File: config.mk
export PLATFORM = sky130hd
export DESIGN_NAME = ring_osc_trim_cal
export DESIGN_NICKNAME = d
export VERILOG_FILES = /design/src/rtl/ring_osc_cal_pkg.sv /design/src/rtl/ring_osc_edge_counter.sv /design/src/rtl/ring_osc_trim_cal.sv
export SDC_FILE = /design/constraint.sdc
export NUM_CORES = 1
export LEC_CHECK = 0
export ABC_AREA = 1
export CORE_ASPECT_RATIO = 0.7
export CORE_MARGIN = 2
export CORE_UTILIZATION = 35
export DETAILED_ROUTE_END_ITERATION = 10
export DONT_BUFFER_PORTS = 1
export PLACE_DENSITY = 0.45
export SLEW_MARGIN = 25
export SYNTH_ARGS = -nofsm -noshare
export SYNTH_HDL_FRONTEND = slang
export SYNTH_HIERARCHICAL = 1
export SYNTH_SLANG_ARGS = --single-unit
File: constraint.sdc
create_clock -name clk -period 2.8 [get_ports clk]
set_clock_uncertainty 0.05 [all_clocks]
set_input_delay 0.7 -clock clk [delete_from_list [all_inputs] [get_ports clk]]
set_output_delay 0.7 -clock clk [all_outputs]
set_load 0.02 [all_outputs]
File: src/rtl/ring_osc_cal_pkg.sv
`default_nettype none
// ============================================================================
//  Module      : ring_osc_cal_pkg
//  Description : Shared types, constants and the index-to-trim thermometer
//                mapping for the ring-oscillator trim calibrator.
//  Revision    : 1.0 - initial release
// ============================================================================
package ring_osc_cal_pkg;

    localparam int TRIM_W       = 26;
    localparam int TRIM_IDX_MAX = 26;
    localparam int TRIM_IDX_W   = 5;

    typedef enum logic [2:0] {
        IDLE    = 3'd0,
        SETTLE  = 3'd1,
        MEASURE = 3'd2,
        COMPARE = 3'd3,
        DONE    = 3'd4,
        FAIL    = 3'd5
    } cal_state_t;

    // Index k sets the low k bits of the bus; primary bits [12:0] fill
    // first, then secondary bits [25:13], so each step slows the ring a bit.
    function automatic logic [TRIM_W-1:0] idx_to_trim(input logic [TRIM_IDX_W-1:0] idx);
        logic [TRIM_W-1:0] v;
        v = '0;
        for (int i = 0; i < TRIM_W; i++) begin
            v[i] = (i < int'(idx));
        end
        return v;
    endfunction

endpackage
`default_nettype wire

File: src/rtl/ring_osc_edge_counter.sv
`default_nettype none
// ============================================================================
//  Module      : ring_osc_edge_counter
//  Description : Synchronizes the divided oscillator clock, detects its
//                rising edges and counts them over a window of clk cycles.
//                result_valid is asserted combinationally in the last window
//                cycle so that cycle's edge is part of the reported result.
//  Revision    : 1.0 - initial release
// ============================================================================
module ring_osc_edge_counter #(
    parameter int CNT_W       = 16,
    parameter int WIN_W       = 12,
    parameter int SYNC_STAGES = 2
) (
    input  logic             clk,
    input  logic             resetb,
    input  logic             osc_div,
    input  logic             clear,
    input  logic             go,
    input  logic [WIN_W-1:0] window_len,
    output logic             result_valid,
    output logic [CNT_W-1:0] result
);

    logic [SYNC_STAGES-1:0] r_sync;
    logic                   r_sync_prev;
    logic                   w_rise;
    logic [CNT_W-1:0]       r_edge_cnt;
    logic [CNT_W-1:0]       w_cnt_next;
    logic [WIN_W-1:0]       r_timer;
    logic                   r_active;

    // Bring osc_div into the clk domain and keep one extra stage for edge detect
    always_ff @(posedge clk or negedge resetb) begin
        if (!resetb) begin
            r_sync      <= '0;
            r_sync_prev <= 1'b0;
        end else begin
            r_sync      <= {r_sync[SYNC_STAGES-2:0], osc_div};
            r_sync_prev <= r_sync[SYNC_STAGES-1];
        end
    end

    assign w_rise     = r_sync[SYNC_STAGES-1] & ~r_sync_prev;
    assign w_cnt_next = (w_rise && (r_edge_cnt != {CNT_W{1'b1}})) ? (r_edge_cnt + 1'b1) : r_edge_cnt;

    // Saturating edge counter, only advancing while the window is open
    always_ff @(posedge clk or negedge resetb) begin
        if (!resetb) begin
            r_edge_cnt <= '0;
        end else if (clear) begin
            r_edge_cnt <= '0;
        end else if (r_active) begin
            r_edge_cnt <= w_cnt_next;
        end
    end

    // Window timer: open for window_len cycles starting the cycle after go
    always_ff @(posedge clk or negedge resetb) begin
        if (!resetb) begin
            r_active <= 1'b0;
            r_timer  <= '0;
        end else if (go) begin
            r_active <= 1'b1;
            r_timer  <= window_len - 1'b1;
        end else if (r_active) begin
            if (r_timer == '0) begin
                r_active <= 1'b0;
            end else begin
                r_timer <= r_timer - 1'b1;
            end
        end
    end

    assign result_valid = r_active && (r_timer == '0);
    assign result       = w_cnt_next;

endmodule
`default_nettype wire

File: src/rtl/ring_osc_trim_cal.sv
`default_nettype none
// ============================================================================
//  Module      : ring_osc_trim_cal
//  Description : Closed-loop trim calibrator for the 13-stage ring
//                oscillator. Walks the trim index from fastest (0) toward
//                slowest (26), measuring the divided-clock edge count per
//                window after each step, until the count drops into band.
//  Revision    : 1.0 - initial release
// ============================================================================
module ring_osc_trim_cal
    import ring_osc_cal_pkg::*;
#(
    parameter int CNT_W       = 16,
    parameter int WIN_W       = 12,
    parameter int SETTLE_CYC  = 64,
    parameter int SYNC_STAGES = 2
) (
    input  logic                  clk,
    input  logic                  resetb,
    input  logic                  start,
    input  logic [WIN_W-1:0]      window,
    input  logic [CNT_W-1:0]      target,
    input  logic [CNT_W-1:0]      tol,
    input  logic                  osc_div,
    output logic [TRIM_W-1:0]     trim,
    output logic [TRIM_IDX_W-1:0] trim_idx,
    output logic [CNT_W-1:0]      count,
    output logic                  busy,
    output logic                  done,
    output logic                  err
);

    localparam int                     SETTLE_W      = (SETTLE_CYC > 1) ? $clog2(SETTLE_CYC) : 1;
    localparam logic [SETTLE_W-1:0]    C_SETTLE_LAST = SETTLE_W'(SETTLE_CYC - 1);
    localparam logic [TRIM_IDX_W-1:0]  C_IDX_MAX     = TRIM_IDX_W'(TRIM_IDX_MAX);

    cal_state_t              r_state;
    logic [TRIM_IDX_W-1:0]   r_trim_idx;
    logic [TRIM_W-1:0]       r_trim;
    logic [CNT_W-1:0]        r_count;
    logic                    r_busy;
    logic                    r_done;
    logic                    r_err;
    logic [SETTLE_W-1:0]     r_settle_cnt;
    logic [WIN_W-1:0]        r_window;
    logic [CNT_W-1:0]        r_band_lo;
    logic [CNT_W-1:0]        r_band_hi;

    logic [CNT_W:0]          w_hi_sum;
    logic [CNT_W-1:0]        w_band_lo;
    logic [CNT_W-1:0]        w_band_hi;
    logic [WIN_W-1:0]        w_window_eff;
    logic                    w_launch;
    logic                    w_result_valid;
    logic [CNT_W-1:0]        w_result;

    // Pass band edges clamp at 0 and at full scale instead of wrapping
    assign w_hi_sum     = {1'b0, target} + {1'b0, tol};
    assign w_band_hi    = w_hi_sum[CNT_W] ? {CNT_W{1'b1}} : w_hi_sum[CNT_W-1:0];
    assign w_band_lo    = (target > tol) ? (target - tol) : '0;
    assign w_window_eff = (window == '0) ? WIN_W'(1) : window;

    // Last settle cycle: clear the counter and open the window together
    assign w_launch = (r_state == SETTLE) && (r_settle_cnt == C_SETTLE_LAST);

    ring_osc_edge_counter #(
        .CNT_W       (CNT_W),
        .WIN_W       (WIN_W),
        .SYNC_STAGES (SYNC_STAGES)
    ) u_edge_counter (
        .clk          (clk),
        .resetb       (resetb),
        .osc_div      (osc_div),
        .clear        (w_launch),
        .go           (w_launch),
        .window_len   (r_window),
        .result_valid (w_result_valid),
        .result       (w_result)
    );

    // Calibration sequencer with registered status outputs
    always_ff @(posedge clk or negedge resetb) begin
        if (!resetb) begin
            r_state      <= IDLE;
            r_trim_idx   <= '0;
            r_count      <= '0;
            r_busy       <= 1'b0;
            r_done       <= 1'b0;
            r_err        <= 1'b0;
            r_settle_cnt <= '0;
            r_window     <= WIN_W'(1);
            r_band_lo    <= '0;
            r_band_hi    <= '0;
        end else begin
            case (r_state)
                IDLE, DONE, FAIL: begin
                    if (start) begin
                        r_trim_idx   <= '0;
                        r_busy       <= 1'b1;
                        r_done       <= 1'b0;
                        r_err        <= 1'b0;
                        r_settle_cnt <= '0;
                        r_window     <= w_window_eff;
                        r_band_lo    <= w_band_lo;
                        r_band_hi    <= w_band_hi;
                        r_state      <= SETTLE;
                    end
                end
                SETTLE: begin
                    if (r_settle_cnt == C_SETTLE_LAST) begin
                        r_settle_cnt <= '0;
                        r_state      <= MEASURE;
                    end else begin
                        r_settle_cnt <= r_settle_cnt + 1'b1;
                    end
                end
                MEASURE: begin
                    if (w_result_valid) begin
                        r_count <= w_result;
                        r_state <= COMPARE;
                    end
                end
                COMPARE: begin
                    if (r_count > r_band_hi) begin
                        if (r_trim_idx == C_IDX_MAX) begin
                            r_busy  <= 1'b0;
                            r_err   <= 1'b1;
                            r_state <= FAIL;
                        end else begin
                            r_trim_idx <= r_trim_idx + 1'b1;
                            r_state    <= SETTLE;
                        end
                    end else if ((r_count >= r_band_lo) || (r_trim_idx != '0)) begin
                        // Below band after stepping means the previous step
                        // overshot; keep the current index as the answer.
                        r_busy  <= 1'b0;
                        r_done  <= 1'b1;
                        r_state <= DONE;
                    end else begin
                        r_busy  <= 1'b0;
                        r_err   <= 1'b1;
                        r_state <= FAIL;
                    end
                end
                default: begin
                    r_state <= IDLE;
                end
            endcase
        end
    end

    // Trim bus follows the index one clock later through the thermometer map
    always_ff @(posedge clk or negedge resetb) begin
        if (!resetb) begin
            r_trim <= '0;
        end else begin
            r_trim <= idx_to_trim(r_trim_idx);
        end
    end

    assign trim     = r_trim;
    assign trim_idx = r_trim_idx;
    assign count    = r_count;
    assign busy     = r_busy;
    assign done     = r_done;
    assign err      = r_err;

endmodule
`default_nettype wire

==> results of run 1 <==
-- final timing paths --
check | from | endpoint | slack (ns) | cells after the start
max in group asynchronous | resetb | r_window[0]$_DFFE_PN1P_ | 2.52 | 0
setup reg to reg | r_settle_cnt[0]$_DFFE_PN0P_ | u_edge_counter/r_timer[10]$_DFFE_PN0P_ | 0.30 | 16
hold / removal | resetb | u_edge_counter/r_edge_cnt[3]$_DFFE_PN0P_ | -0.08 | 0
min in group clk | osc_div | u_edge_counter/r_sync[0]$_DFF_PN0_ | 0.26 | 0
setup / recovery | r_settle_cnt[0]$_DFFE_PN0P_ | u_edge_counter/r_timer[10]$_DFFE_PN0P_ | 0.30 | 16
hold reg to reg | u_edge_counter/r_sync[0]$_DFF_PN0_ | u_edge_counter/r_sync[1]$_DFF_PN0_ | 0.31 | 0
-- power by group through the flow --
stage	Sequential, µW	Combinational, µW	Clock, µW
final	2530	1730	2220
after global routing	2580	2020	2380
after CTS	2530	1740	2300
after detailed placement	2560	1740	0
after global placement	2570	1730	0
after floorplan	2500	1310	0
-- worst max-delay path: cells and delay by family (launching register included) --
family	cells	cell delay [ns]
buffers and inverters	2	0.20
flip-flops	1	0.39
adder cells (fa/ha/maj)	2	0.40
AND/OR/NAND/NOR	12	1.37
-- through the flow --
step,instance area (µm²),std cells,util (%),hold WS [ns]
global route,9970,1561,39.2,-0.104
CTS,9960,1561,39.1,-0.0977
detailed placement,9380,1529,36.9,0.291
floorplan,8990,1205,-,0.281
global placement,9380,1529,36.9,0.296
finish,9970,1561,39.2,-0.0753
-- cells in the final DEF, fill, tap and decap left out, types with 5 or more instances in the layout --
cell type / synthesis / routed
clkbuf_16: 0 / 17
buf_4: 5 / 21
nand4_1: 15 / 15
inv_1: 160 / 160
a21oi_1: 51 / 51
mux2_2: 15 / 15
o21a_1: 6 / 6
dfrtp_1: 134 / 134
nor3_1: 9 / 9
nand3_1: 66 / 66
o22ai_1: 16 / 16
ha_1: 70 / 70
nand2_1: 365 / 365
nor2_1: 90 / 88
o21ai_0: 47 / 47
o21bai_1: 5 / 5
xor2_1: 22 / 22
o21ai_1: 8 / 7
nand2_2: 28 / 28
inv_2: 14 / 14
xnor2_1: 10 / 10
nor2_2: 6 / 8
-- cells by family (layout without fill, tap and decap cells) --
| kind of cell | count (synthesis) | count (layout) |
|---|---|---|
| AOI/OAI and AO/OA | 153 | 153 |
| xor gates and xnor gates | 32 | 32 |
| adders and majority gates | 72 | 72 |
| buffers and inverters | 205 | 230 |
| DFF | 135 | 135 |
| muxes | 15 | 15 |
| and+or+nand+nor | 593 | 593 |
-- final cells by class --
class,instances,area (µm²)
Multi-Input combinational cell,865,4770
Tap cell,331,414
Fill cell,2672,15500
Sequential cell,135,3380
Clock inverter,13,145
Inverter,176,662
Clock buffer,19,433
Timing Repair Buffer,22,169
-- flip-flops by register name, indices dropped and copies added, names as in the netlist, 5 cells and up --
register	flops
r_band_lo	16
r_window	12
r_band_hi	16
trim	26
u_edge_counter/r_timer	12
trim_idx	5
u_edge_counter/r_edge_cnt	16
r_settle_cnt	6
count	16
-- layer usage --
| layer | vias to the layer above | part of all wire, % | GRT usage [%] | wire length (µm) |
|---|---|---|---|---|
| li1 | 3839 | - | - | - |
| met1 | 3359 | 56 | 29.0 | 13300 |
| met2 | 144 | 39 | 25.1 | 9120 |
| met3 | 18 | 4.4 | 3.64 | 1040 |
| met4 | 0 | 0.96 | 4.70 | 228 |
| met5 | - | 0 | 0 | 0 |
-- what timing repair did --
action                                  in CTS  in global routing
endpoints found under the setup margin       0                  9
resized for setup                            0                  4
buffers inserted                             0                  0
endpoints found under the hold margin      134                134
==> flow_metrics.env, run 1 <==
export IMPL_status="finished with violations"
export IMPL_violations="hold timing"
export IMPL_antenna_found_initial=0
export IMPL_synth_top_family_by_area="simple AND/OR/NAND/NOR gates"
export IMPL_core_um2=25400
export IMPL_end_kind="flop"
export IMPL_crit_type="flop to flop"
export IMPL_max_freq_mhz=399
export IMPL_slowest_delay_ns=0.39
export IMPL_ir_drop_mv=0.451
export IMPL_dp_slack_ns=0.177
export IMPL_antenna_left=0
export IMPL_synth_edf_count=0
export IMPL_finalMaxSlewViolations=0
export IMPL_synth_simple_gate_area_share_pct=28.0
export IMPL_synth_cell_types=46
export IMPL_cpMaxStageDelayCell="dfrtp_1"
export IMPL_finalCriticalPeriod_ns=2.50
export IMPL_netlist_instances=1205
export IMPL_dp_final_hpwl_um=18100
export IMPL_power_total_uw=6490
export IMPL_drc=0
export IMPL_combPwrFrac_pct=26.7
export IMPL_areaGrowthSynthToFinish_pct=11.0
export IMPL_yosys_area_top_type_share_pct=37.3
export IMPL_yosys_warnings=6
export IMPL_worstPathCellList="ha_1 > nand3_1 > nor2_1 > nand2_1 > nor2_2 > buf_4 > nand2_1 > nand2_1 > ha_1 > inv_1 > nor2_1 > nand2_1 > nor2_1 > nand3_1 > nand3_1 > nand2_1"
export IMPL_ys_seq_area_share_pct=37.6
export IMPL_fp_dieArea_um2=27000
export IMPL_synthMostInstantiatedCell="nand2_1"
export IMPL_yosys_top_cells_area="dfrtp_1 37%, nand2_1 15%, ha_1 9.7%, inv_1 6.7%, nor2_1 3.8%"
export IMPL_synth_top_cells_by_count="365 x nand2_1, 160 x inv_1, 134 x dfrtp_1"
export IMPL_nNetsFinal=1337
export IMPL_fin_setup_tns_ns=0
export IMPL_drtIter0Drc=452
export IMPL_power_density_nw_per_um2=650
export IMPL_synthXorXnorAreaFrac_pct=3.12
export IMPL_drt_pre_antenna_iters=5
export IMPL_seqPwrFrac_pct=39.0
export IMPL_post_route_period_util_pct=89.5
export IMPL_synthesis_area_um2=8990
export IMPL_setup_violations_final=0
export IMPL_rows=49
export IMPL_cts_tree="built"
export IMPL_gp_congestion=0.915
export IMPL_die_h_um=138
export IMPL_wl_um=23600
export IMPL_max_slew_margin_pct=62.4
export IMPL_hold_violations=134
export IMPL_cp_common_cell="nand2_1"
export IMPL_ioPinCount=98
export IMPL_syn_avg_cell_area_um2=7.46
export IMPL_clock_power_share_pct=34.3
export IMPL_diodes=0
export IMPL_critPathLaunchType="flop"
export IMPL_vias_per_cell=4.71
export IMPL_path_clk_slew_ns=0.06
export IMPL_crit_arrival_ns=2.77
export IMPL_internal_power_uw=4220
export IMPL_synth_compound_area_share_pct=9.79
export IMPL_hold_path_class="primary input to asynchronous set/reset pin"
export IMPL_setup_slack_ns=0.295
export IMPL_vias=7360
export IMPL_ys_async_sr_fraction_pct=100
export IMPL_switchingPower_uw=2270
export IMPL_ys_ff_latch=135
export IMPL_crit_required_ns=3.06
export IMPL_grt_max_degree=136
export IMPL_initial_core_util_pct=35.3
export IMPL_clockBufferDepth=2
export IMPL_drive_above_1_share_pct=11.0
export IMPL_ctsHtreeMaxLevel=4
export IMPL_overflow=0
export IMPL_synthFlopType="dfrtp_1"
export IMPL_syn_nets=1325
export IMPL_synth_mux_area_share_pct=1.88
export IMPL_ctsRootBufferMaster="clkbuf_16"
export IMPL_drv_cap=0
export IMPL_whs_ns=-0.0753
export IMPL_sw_frac_of_total_pct=35.0
export IMPL_p_leak_uw=0.00536
export IMPL_grt_usage_pct=18.3
export IMPL_die_width_um=196
export IMPL_synth_top_area_cell="dfrtp_1"
export IMPL_tightest_slew_ns=0.559
export IMPL_grt_pass1_wl_um=39100
export IMPL_synth_adder_area_share_pct=10.2
export IMPL_grt_pass1_vias=7116
export IMPL_wl_per_cell_um=15.1
export IMPL_cp_max_fo=4
export IMPL_cts_buffers=17
export IMPL_io_buffers=0
export IMPL_clk_latency_ns=0.43
export IMPL_cts_sinks=135
No activity file was read; power rests on OpenSTA's default activity.
==> run 2: changes to the inputs <==
- GPL_TIMING_DRIVEN: default -> 0
- SETUP_SLACK_MARGIN: default -> 0.15
==> run 2 against run 1 <==
Effect of this change: the run still ends with hold timing left; clock-buffer cell count unchanged; global-route usage up 0.47 points; worst setup slack worse by 0.011 ns; combinational power up 3%; first-iteration DRC count down 24%; sequential cell count unchanged; sequential share of layout area down 0.63 points; core utilization up 0.74 points.
==> flow_metrics.env, run 2 (synthesis gave the netlist of run 1 again) <==
export IMPL_grt_pass1_wl_um=39900
export IMPL_switchingPower_uw=2360
export IMPL_placed_cell_area_um2=9400
export IMPL_drtIter0Drc=344
export IMPL_antenna_found_initial=0
export IMPL_wl_per_cell_um=15.6
export IMPL_initial_core_util_pct=35.3
export IMPL_cts_tree="built"
export IMPL_vias=7523
export IMPL_clockBufferDepth=2
export IMPL_fp_dieArea_um2=27000
export IMPL_die_h_um=138
export IMPL_dp_final_hpwl_um=18800
export IMPL_hold_violations=134
export IMPL_diodes=0
export IMPL_design_area_um2=10200
export IMPL_tightest_slew_ns=0.706
export IMPL_largest_register_ffs=26
export IMPL_cts_buffers=17
export IMPL_finalCriticalPeriod_ns=2.52
export IMPL_crit_arrival_ns=2.83
export IMPL_ioPinCount=98
export IMPL_rsz0062_at_grt="no"
export IMPL_post_route_period_util_pct=89.8
export IMPL_setup_violations_final=0
export IMPL_violations="hold timing"
export IMPL_die_width_um=196
export IMPL_drc=0
export IMPL_clk_latency_ns=0.43
export IMPL_io_buffers=0
export IMPL_sw_frac_of_total_pct=35.4
export IMPL_clock_power_share_pct=35.2
export IMPL_combPwrFrac_pct=26.8
export IMPL_p_leak_uw=0.00545
export IMPL_rows=49
export IMPL_hold_path_class="primary input to asynchronous set/reset pin"
export IMPL_vias_per_cell=4.77
export IMPL_areaGrowthSynthToFinish_pct=13.1
export IMPL_layout_commonest_cell="nand2_1"
export IMPL_gp_congestion=0.866
export IMPL_ir_drop_mv=0.367
export IMPL_nNetsFinal=1352
export IMPL_seqPwrFrac_pct=38.0
export IMPL_finalMaxSlewViolations=0
export IMPL_fin_setup_tns_ns=0
export IMPL_core_um2=25400
export IMPL_grt_usage_pct=18.8
export IMPL_overflow=0
export IMPL_grt_pass1_vias=7353
export IMPL_status="finished with violations"
export IMPL_whs_ns=-0.0817
export IMPL_final_cell_mix="363 x nand2_1, 160 x inv_1, 134 x dfrtp_1, 84 x nor2_1, 68 x ha_1"
export IMPL_max_freq_mhz=398
export IMPL_drt_pre_antenna_iters=5
export IMPL_ctsRootBufferMaster="clkbuf_16"
export IMPL_path_clk_slew_ns=0.06
export IMPL_grt_max_degree=136
export IMPL_drv_cap=0
export IMPL_crit_type="flop to flop"
export IMPL_wl_um=24500
export IMPL_crit_required_ns=3.12
export IMPL_antenna_left=0
export IMPL_cts_sinks=135
export IMPL_max_slew_margin_pct=52.7
export IMPL_cp_max_fo=10
export IMPL_internal_power_uw=4320
export IMPL_power_density_nw_per_um2=657
export IMPL_critPathLaunchType="flop"
export IMPL_drive_above_1_share_pct=12.1
export IMPL_ctsHtreeMaxLevel=4
export IMPL_end_kind="flop"
-- run 2: cell count changes in the layout (fill, tap and decap cells not counted), moves of 2 or more --
cell	delta
buf_4	-9
buf_2	+8
nand2_1	-2
inv_6	+2
clkinvlp_4	-2
nor2_2	-2
buf_6	+6
clkbuf_8	+2
clkbuf_1	+7
nor2_1	-4
clkinv_2	-2
ha_1	-2
nor2_4	+6
-- run 2: repair_timing --
item                       4_1_cts  5_1_grt
gates resized for setup          8       15
setup endpoints to repair       11        8
setup buffers                    1        7
pin swaps                        2        5
hold endpoints to repair       134      134
-- run 2: path summary, 6_finish.rpt --
| path | start | endpoint | slack, ns | depth (start not counted) |
|---|---|---|---|---|
| max in group asynchronous | resetb | r_window[0]$_DFFE_PN1P_ | 2.51 | 0 |
| min in group clk | osc_div | u_edge_counter/r_sync[0]$_DFF_PN0_ | 0.25 | 0 |
| setup reg to reg | r_state[2]$_DFFE_PN0P_ | u_edge_counter/r_timer[8]$_DFFE_PN0P_ | 0.28 | 15 |
| hold reg to reg | u_edge_counter/r_sync[0]$_DFF_PN0_ | u_edge_counter/r_sync[1]$_DFF_PN0_ | 0.30 | 0 |
| hold / removal | resetb | u_edge_counter/r_edge_cnt[4]$_DFFE_PN0P_ | -0.08 | 0 |
| setup / recovery | r_state[2]$_DFFE_PN0P_ | u_edge_counter/r_timer[8]$_DFFE_PN0P_ | 0.28 | 15 |
-- run 2: area by class of cell --
type	count	area [µm²]
clock buffers	19	453
well taps	331	414
clock inverters	13	158
fillers	2628	15300
inverters	176	662
repair buffers	8	60.1
plain buffers	29	186
multi-input cells	865	4850
flip-flops and latches	135	3380
-- run 2: metrics by stage --
step                instances  utilization [%]  setup slack (ns)  power, µW
global placement         1536             36.9            -0.309       4300
global route             1576             39.9             0.157       7130
CTS                      1569             39.5             0.164       6720
floorplan                1205                -             0.336       3820
detailed placement       1536             36.9            -0.342       4310
finish                   1576             39.9             0.285       6680
-- run 2: power groups by stage --
stage / Clock [µW] / Sequential, µW / Combinational, µW
2_1_floorplan: 0 / 2500 / 1310
6_report: 2350 / 2540 / 1790
4_1_cts: 2410 / 2530 / 1780
3_5_place_dp: 0 / 2560 / 1750
3_3_place_gp: 0 / 2560 / 1740
5_1_grt: 2480 / 2580 / 2070
-- run 2: per-layer routing --
metal | vias to the layer above | part of all wire [%] | GRT usage (%)
met5 | - | 0 | 0
met4 | 0 | 1.0 | 4.22
met3 | 15 | 4.6 | 4.42
met2 | 133 | 40 | 26.5
met1 | 3494 | 54 | 28.8
li1 | 3881 | - | -
-- run 2: critical path: stages, from the launching register on --
cell	delay, ns
dfrtp_1	0.45
nor2_4	0.14
inv_1	0.11
nor2_4	0.13
inv_1	0.12
nor2_4	0.18
buf_4	0.17
buf_2	0.22
nand2_1	0.09
nand2_1	0.08
nand2_1	0.13
nor2_4	0.16
nand2_1	0.12
o21ai_1	0.13
nand3_1	0.09
nand2_1	0.07
